--- src/rtl/rom_port_arbiter.sv ---
// Two-port arbiter for the cartridge ROM read port: port A (CPU mapper) has fixed
// priority, port B (coprocessor) is guaranteed a slot by a starvation counter.
module rom_port_arbiter #(
    parameter int ADDR_W = 24,
    parameter int LAT    = 3,
    parameter int STARVE = 4
) (
    input  logic              mclk,
    input  logic              rst,
    input  logic              a_req,
    input  logic [ADDR_W-1:0] a_addr,
    input  logic              a_word,
    output logic              a_ack,
    output logic [15:0]       a_q,
    input  logic              b_req,
    input  logic [ADDR_W-1:0] b_addr,
    input  logic              b_word,
    output logic              b_ack,
    output logic [15:0]       b_q,
    output logic [ADDR_W-1:0] rom_addr,
    output logic              rom_ce_n,
    output logic              rom_oe_n,
    output logic              rom_word,
    input  logic [15:0]       rom_q,
    output logic              busy
);

    typedef enum logic [1:0] {
        IDLE,
        ACCESS,
        DONE
    } state_t;

    localparam logic [3:0] LAT_LAST   = 4'(LAT - 1);
    localparam logic [3:0] STARVE_CNT = 4'(STARVE);

    state_t     state;
    logic [3:0] cnt;
    logic [3:0] starve;
    logic       owner;
    logic       grant_b;

    // B wins when alone, or when it has lost STARVE contested rounds in a row.
    assign grant_b = b_req && (!a_req || (starve >= STARVE_CNT));
    assign busy    = (state != IDLE);

    always_ff @(posedge mclk) begin
        if (rst) begin
            state    <= IDLE;
            cnt      <= 4'd0;
            starve   <= 4'd0;
            owner    <= 1'b0;
            rom_addr <= '0;
            rom_word <= 1'b0;
            rom_ce_n <= 1'b1;
            rom_oe_n <= 1'b1;
            a_ack    <= 1'b0;
            b_ack    <= 1'b0;
            a_q      <= 16'd0;
            b_q      <= 16'd0;
        end else begin
            a_ack <= 1'b0;
            b_ack <= 1'b0;
            case (state)
                IDLE: begin
                    if (a_req || b_req) begin
                        owner    <= grant_b;
                        rom_addr <= grant_b ? b_addr : a_addr;
                        rom_word <= grant_b ? b_word : a_word;
                        cnt      <= 4'd0;
                        rom_ce_n <= 1'b0;
                        rom_oe_n <= 1'b0;
                        state    <= ACCESS;
                        if (grant_b)
                            starve <= 4'd0;
                        else if (b_req && (starve != 4'd15))
                            starve <= starve + 4'd1;
                    end
                end
                ACCESS: begin
                    cnt <= cnt + 4'd1;
                    // Last access cycle: capture the ROM data and raise the owner's ack.
                    if (cnt == LAT_LAST) begin
                        if (owner)
                            b_q <= rom_q;
                        else
                            a_q <= rom_q;
                        a_ack    <= !owner;
                        b_ack    <= owner;
                        rom_ce_n <= 1'b1;
                        rom_oe_n <= 1'b1;
                        state    <= DONE;
                    end
                end
                DONE: begin
                    state <= IDLE;
                end
                default: begin
                    state <= IDLE;
                end
            endcase
        end
    end

endmodule

--- config.mk ---
export PLATFORM = sky130hd
export DESIGN_NAME = rom_port_arbiter
export DESIGN_NICKNAME = d
export VERILOG_FILES = /design/src/rtl/rom_port_arbiter.sv
export SDC_FILE = /design/constraint.sdc
export NUM_CORES = 1
export LEC_CHECK = 0
export ABC_AREA = 1
export CORE_ASPECT_RATIO = 0.6
export CORE_MARGIN = 4
export CORE_UTILIZATION = 44
export DETAILED_ROUTE_END_ITERATION = 10
export PLACE_DENSITY = 0.81
export SYNTH_ARGS = -nofsm -noshare
export SYNTH_HDL_FRONTEND = slang
export SYNTH_SLANG_ARGS = --single-unit
--- constraint.sdc ---
create_clock -name mclk -period 2 [get_ports mclk]
set_clock_uncertainty 0.2 [all_clocks]
set_input_delay 0.4 -clock mclk [delete_from_list [all_inputs] [get_ports mclk]]
set_output_delay 0.4 -clock mclk [all_outputs]
set_load 0.1 [all_outputs]
==> summary.md <==
| Metric | Value |
|---|---|
| Multi-input gate area | `0.00145 mm^2` |
| CTS tree | `built` |
| Post-synth EDFFs | `0` |
| Flop pwr share | `33.7%` |
| Max Slew Vio Count | `0` |
| FFs w/ async S/R, synth | `0%` |
| Via density | `5.17` |
| Syn_nets | `564` |
| Share of cells above drive strength 1 | `17.2%` |
| H-Tree Depth | `3` |
| Remaining antenna violation count | `0` |
| Adder-Cell Fraction of Synth Area | `1.12%` |
| Simple-Gate Fraction of Synth Area | `36.8%` |
| CTS Hold Buffers Added | `0` |
| Grt ovf | `0` |
| Compound-Gate Fraction of Synth Area | `5.35%` |
| Die area | `0.00911 mm^2` |
| Synth Cell Area | `0.00335 mm^2` |
| Crit path cell chain | `clkdlybuf4s50_1 > o21ai_2 > inv_2 > nand3_1 > nand2_1 > inv_1` |
| Peak supply drop | `0.548 mV` |
| Clock root buffer | `clkbuf_16` |
| Placed instance area | `0.00539 mm^2` |
| Dominant cells by area after synthesis | `dfxtp_1, nand2_1, nand3_1` |
| Static leakage | `2.58 nW` |
| Synth Register Bits | `71` |
| Port bufs | `131` |
| WL per Instance | `15.4 um` |
| Synth warnings | `0` |
| Via count | `3750` |
| Sequential Area | `0.00142 mm^2` |
| Detail Placement HPWL | `8240 um` |
| Fin. Hold Viols | `0` |
| Largest net degree at the start of global routing | `34` |
| Gpl congestion | `0.881` |
| Worst-margin pin slew | `0.460 ns` |
| Row count | `24` |
| Synth Instances | `491` |
| Count leader, synth | `nand2_1` |
| Most frequent cells after synthesis | `nand2_1, inv_1, nor2_1` |
| Crit share post-route | `88.7%` |
| Num Clock Sinks | `71` |
| Initial DRC Count | `356` |
| Tmin final | `1.77 ns` |
| Final wirelength | `11200 um` |
| Total negative slack | `0 ns` |
| MaxCap Viol Count | `0` |
| Ys flop type | `dfxtp_1` |
| Slew margin rel. | `69.3%` |
| Vert. Die Dim | `75.6 um` |
| Largest area contributor in the netlist | `dfxtp_1` |
| Antenna diodes | `0` |
| Final-report setup violation count | `0` |
| Pwr/cell area | `816 mW/mm^2` |
| Slowest stage cell, crit path | `clkdlybuf4s50_1` |
| Drt pass-1 iters | `6` |
| Worst Path Required | `2.03 ns` |
| Synth Area in XOR/XNOR | `0%` |
| # resized after CTS | `0` |
| Residual DRC | `0` |
| Post-synth cell types | `24` |
| Seq/Total Area, Yosys | `42.5%` |
| Int Pwr | `3.16 mW` |
| Finished Cell Area | `0.00572 mm^2` |
| Fill cells | `462` |
| CP endpoint kind | `flop` |
| Post-synth top area share | `42.5%` |
| GRT Util Overall | `24.4%` |
| Max incr delay on CP | `0.59 ns` |
| Clock share of power | `37.5%` |
| First-pass GRT wire length | `17500 um` |
| Core Box Area | `0.00733 mm^2` |
| Total CTS buffers | `9` |
| Kind of critical path | `input pin to flop` |
| Number of global-route vias before repair | `3648` |
| CP delay by family, top | `buffers and inverters` |
| Logic pwr share | `28.8%` |
| Setup repair after global routing missed its margin | `false` |
| Area delta synth->final | `71.0%` |
| Reg clk slew, reported paths | `0.06 ns` |
| Final nets | `690` |
| IO Pins | `132` |
| Post-CTS setup buffers | `0` |
| Initial antenna violation count | `0` |
| Initial Util | `45.7%` |
| Die W | `121 um` |
| Worst setup SP type | `input pin` |
| Worst Path Arrival | `1.80 ns` |
| Status | `complete, no violations` |
| Worst Path Max Fanout | `25` |
| Switch share | `32.4%` |
| Hold Path Class | `flop to flop` |
| Clock Latency Late Sink | `0.32 ns` |
| Avg Cell Area, Syn | `6.82 um^2` |
| Achievable frequency | `564 MHz` |
| Clock Path Buffers | `2` |
| Crit path buf inv count | `3` |
| Psw | `1.52 mW` |
| Largest family of logic cells by synthesized area | `simple AND/OR/NAND/NOR gates` |
| Multiplexer share of the synthesized area | `0%` |
==> power groups by stage <==
stage               Clock, mW  Combinational, mW  Sequential, mW
global placement            0               1.31            1.60
finish                   1.75               1.34            1.57
CTS                      1.77               1.34            1.57
detailed placement          0               1.33            1.60
global route             1.84               1.41            1.58
floorplan                   0              0.364            2.02
==> routing by layer <==
metal	wire length, um	GRT usage [%]	up-vias
met3	770	6.90	21
li1	-	-	1795
met5	0	0	-
met2	5330	41.1	175
met1	4830	30.9	1759
met4	225	8.54	0
==> flip-flops by register name (all words and copies together), names as in the netlist <==
| signal | flops |
|---|---|
| b_ack | 1 |
| rom_word | 1 |
| state | 2 |
| rom_addr | 24 |
| owner | 1 |
| b_q | 16 |
| cnt | 4 |
| a_q | 16 |
| a_ack | 1 |
| starve | 4 |
| rom_oe_n | 1 |
==> cells in the final DEF, fill, tap and decap left out <==
master,n
nand2_1,99
inv_1,73
nor2_1,72
dfxtp_1,71
clkdlybuf4s50_1,69
buf_12,66
nand3_1,59
a21oi_1,33
nand4_1,32
buf_4,11
clkbuf_16,9
inv_2,5
ha_1,3
nand2_4,2
nor3_4,2
nor3_1,2
clkbuf_8,2
bufinv_16,2
clkinvlp_4,2
nand3_2,1
nor2_2,1
clkinv_1,1
nand2_2,1
o21ai_2,1
or2_2,1
o21ai_0,1
clkinv_2,1
==> through the flow <==
| step | hold slack, ns | worst slack (ns) | util (%) | instances | power (mW) |
|---|---|---|---|---|---|
| floorplan | 0.219 | 0.0265 | - | 491 | 2.38 |
| global placement | 0.232 | 0.00477 | 73.6 | 710 | 2.90 |
| detailed placement | 0.233 | -0.0867 | 73.6 | 710 | 2.93 |
| CTS | 0.245 | 0.257 | 78.1 | 726 | 4.69 |
| global route | 0.271 | 0.169 | 78.1 | 726 | 4.83 |
| finish | 0.246 | 0.226 | 78.1 | 726 | 4.67 |
==> final timing paths <==
kind                         endpoint              startpoint  slack (ns)  depth (start not counted)
max          rom_addr[5]$_SDFFE_PP0P_                   b_req        0.23                          6
min            starve[3]$_SDFFE_PP0P_  starve[3]$_SDFFE_PP0P_        0.25                          2
max reg2reg       a_q[2]$_SDFFE_PP0P_     cnt[1]$_SDFFE_PP0P_        0.31                          7
min reg2reg    starve[3]$_SDFFE_PP0P_  starve[3]$_SDFFE_PP0P_        0.25                          2
==> worst min-delay path, cell delays in order, from the launching register on <==
cell,delay (ns)
dfxtp_1,0.31
nand2_1,0.06
nor2_1,0.03
==> logic make-up after synthesis <==
logic type      count (synthesis)
compound gates                 35
fa+ha+maj                       3
buf+inv                       110
flops                          71
simple gates                  272
==> final cells by class <==
| type | count | area share, % |
|---|---|---|
| Clock inverter | 5 | 1.40 |
| Clock buffer | 11 | 4.42 |
| Tap cell | 104 | 2.27 |
| Multi-Input combinational cell | 310 | 25.3 |
| Sequential cell | 71 | 24.8 |
| Inverter | 79 | 5.18 |
| Timing Repair Buffer | 146 | 36.6 |
Power figures use the tool's default switching activity.
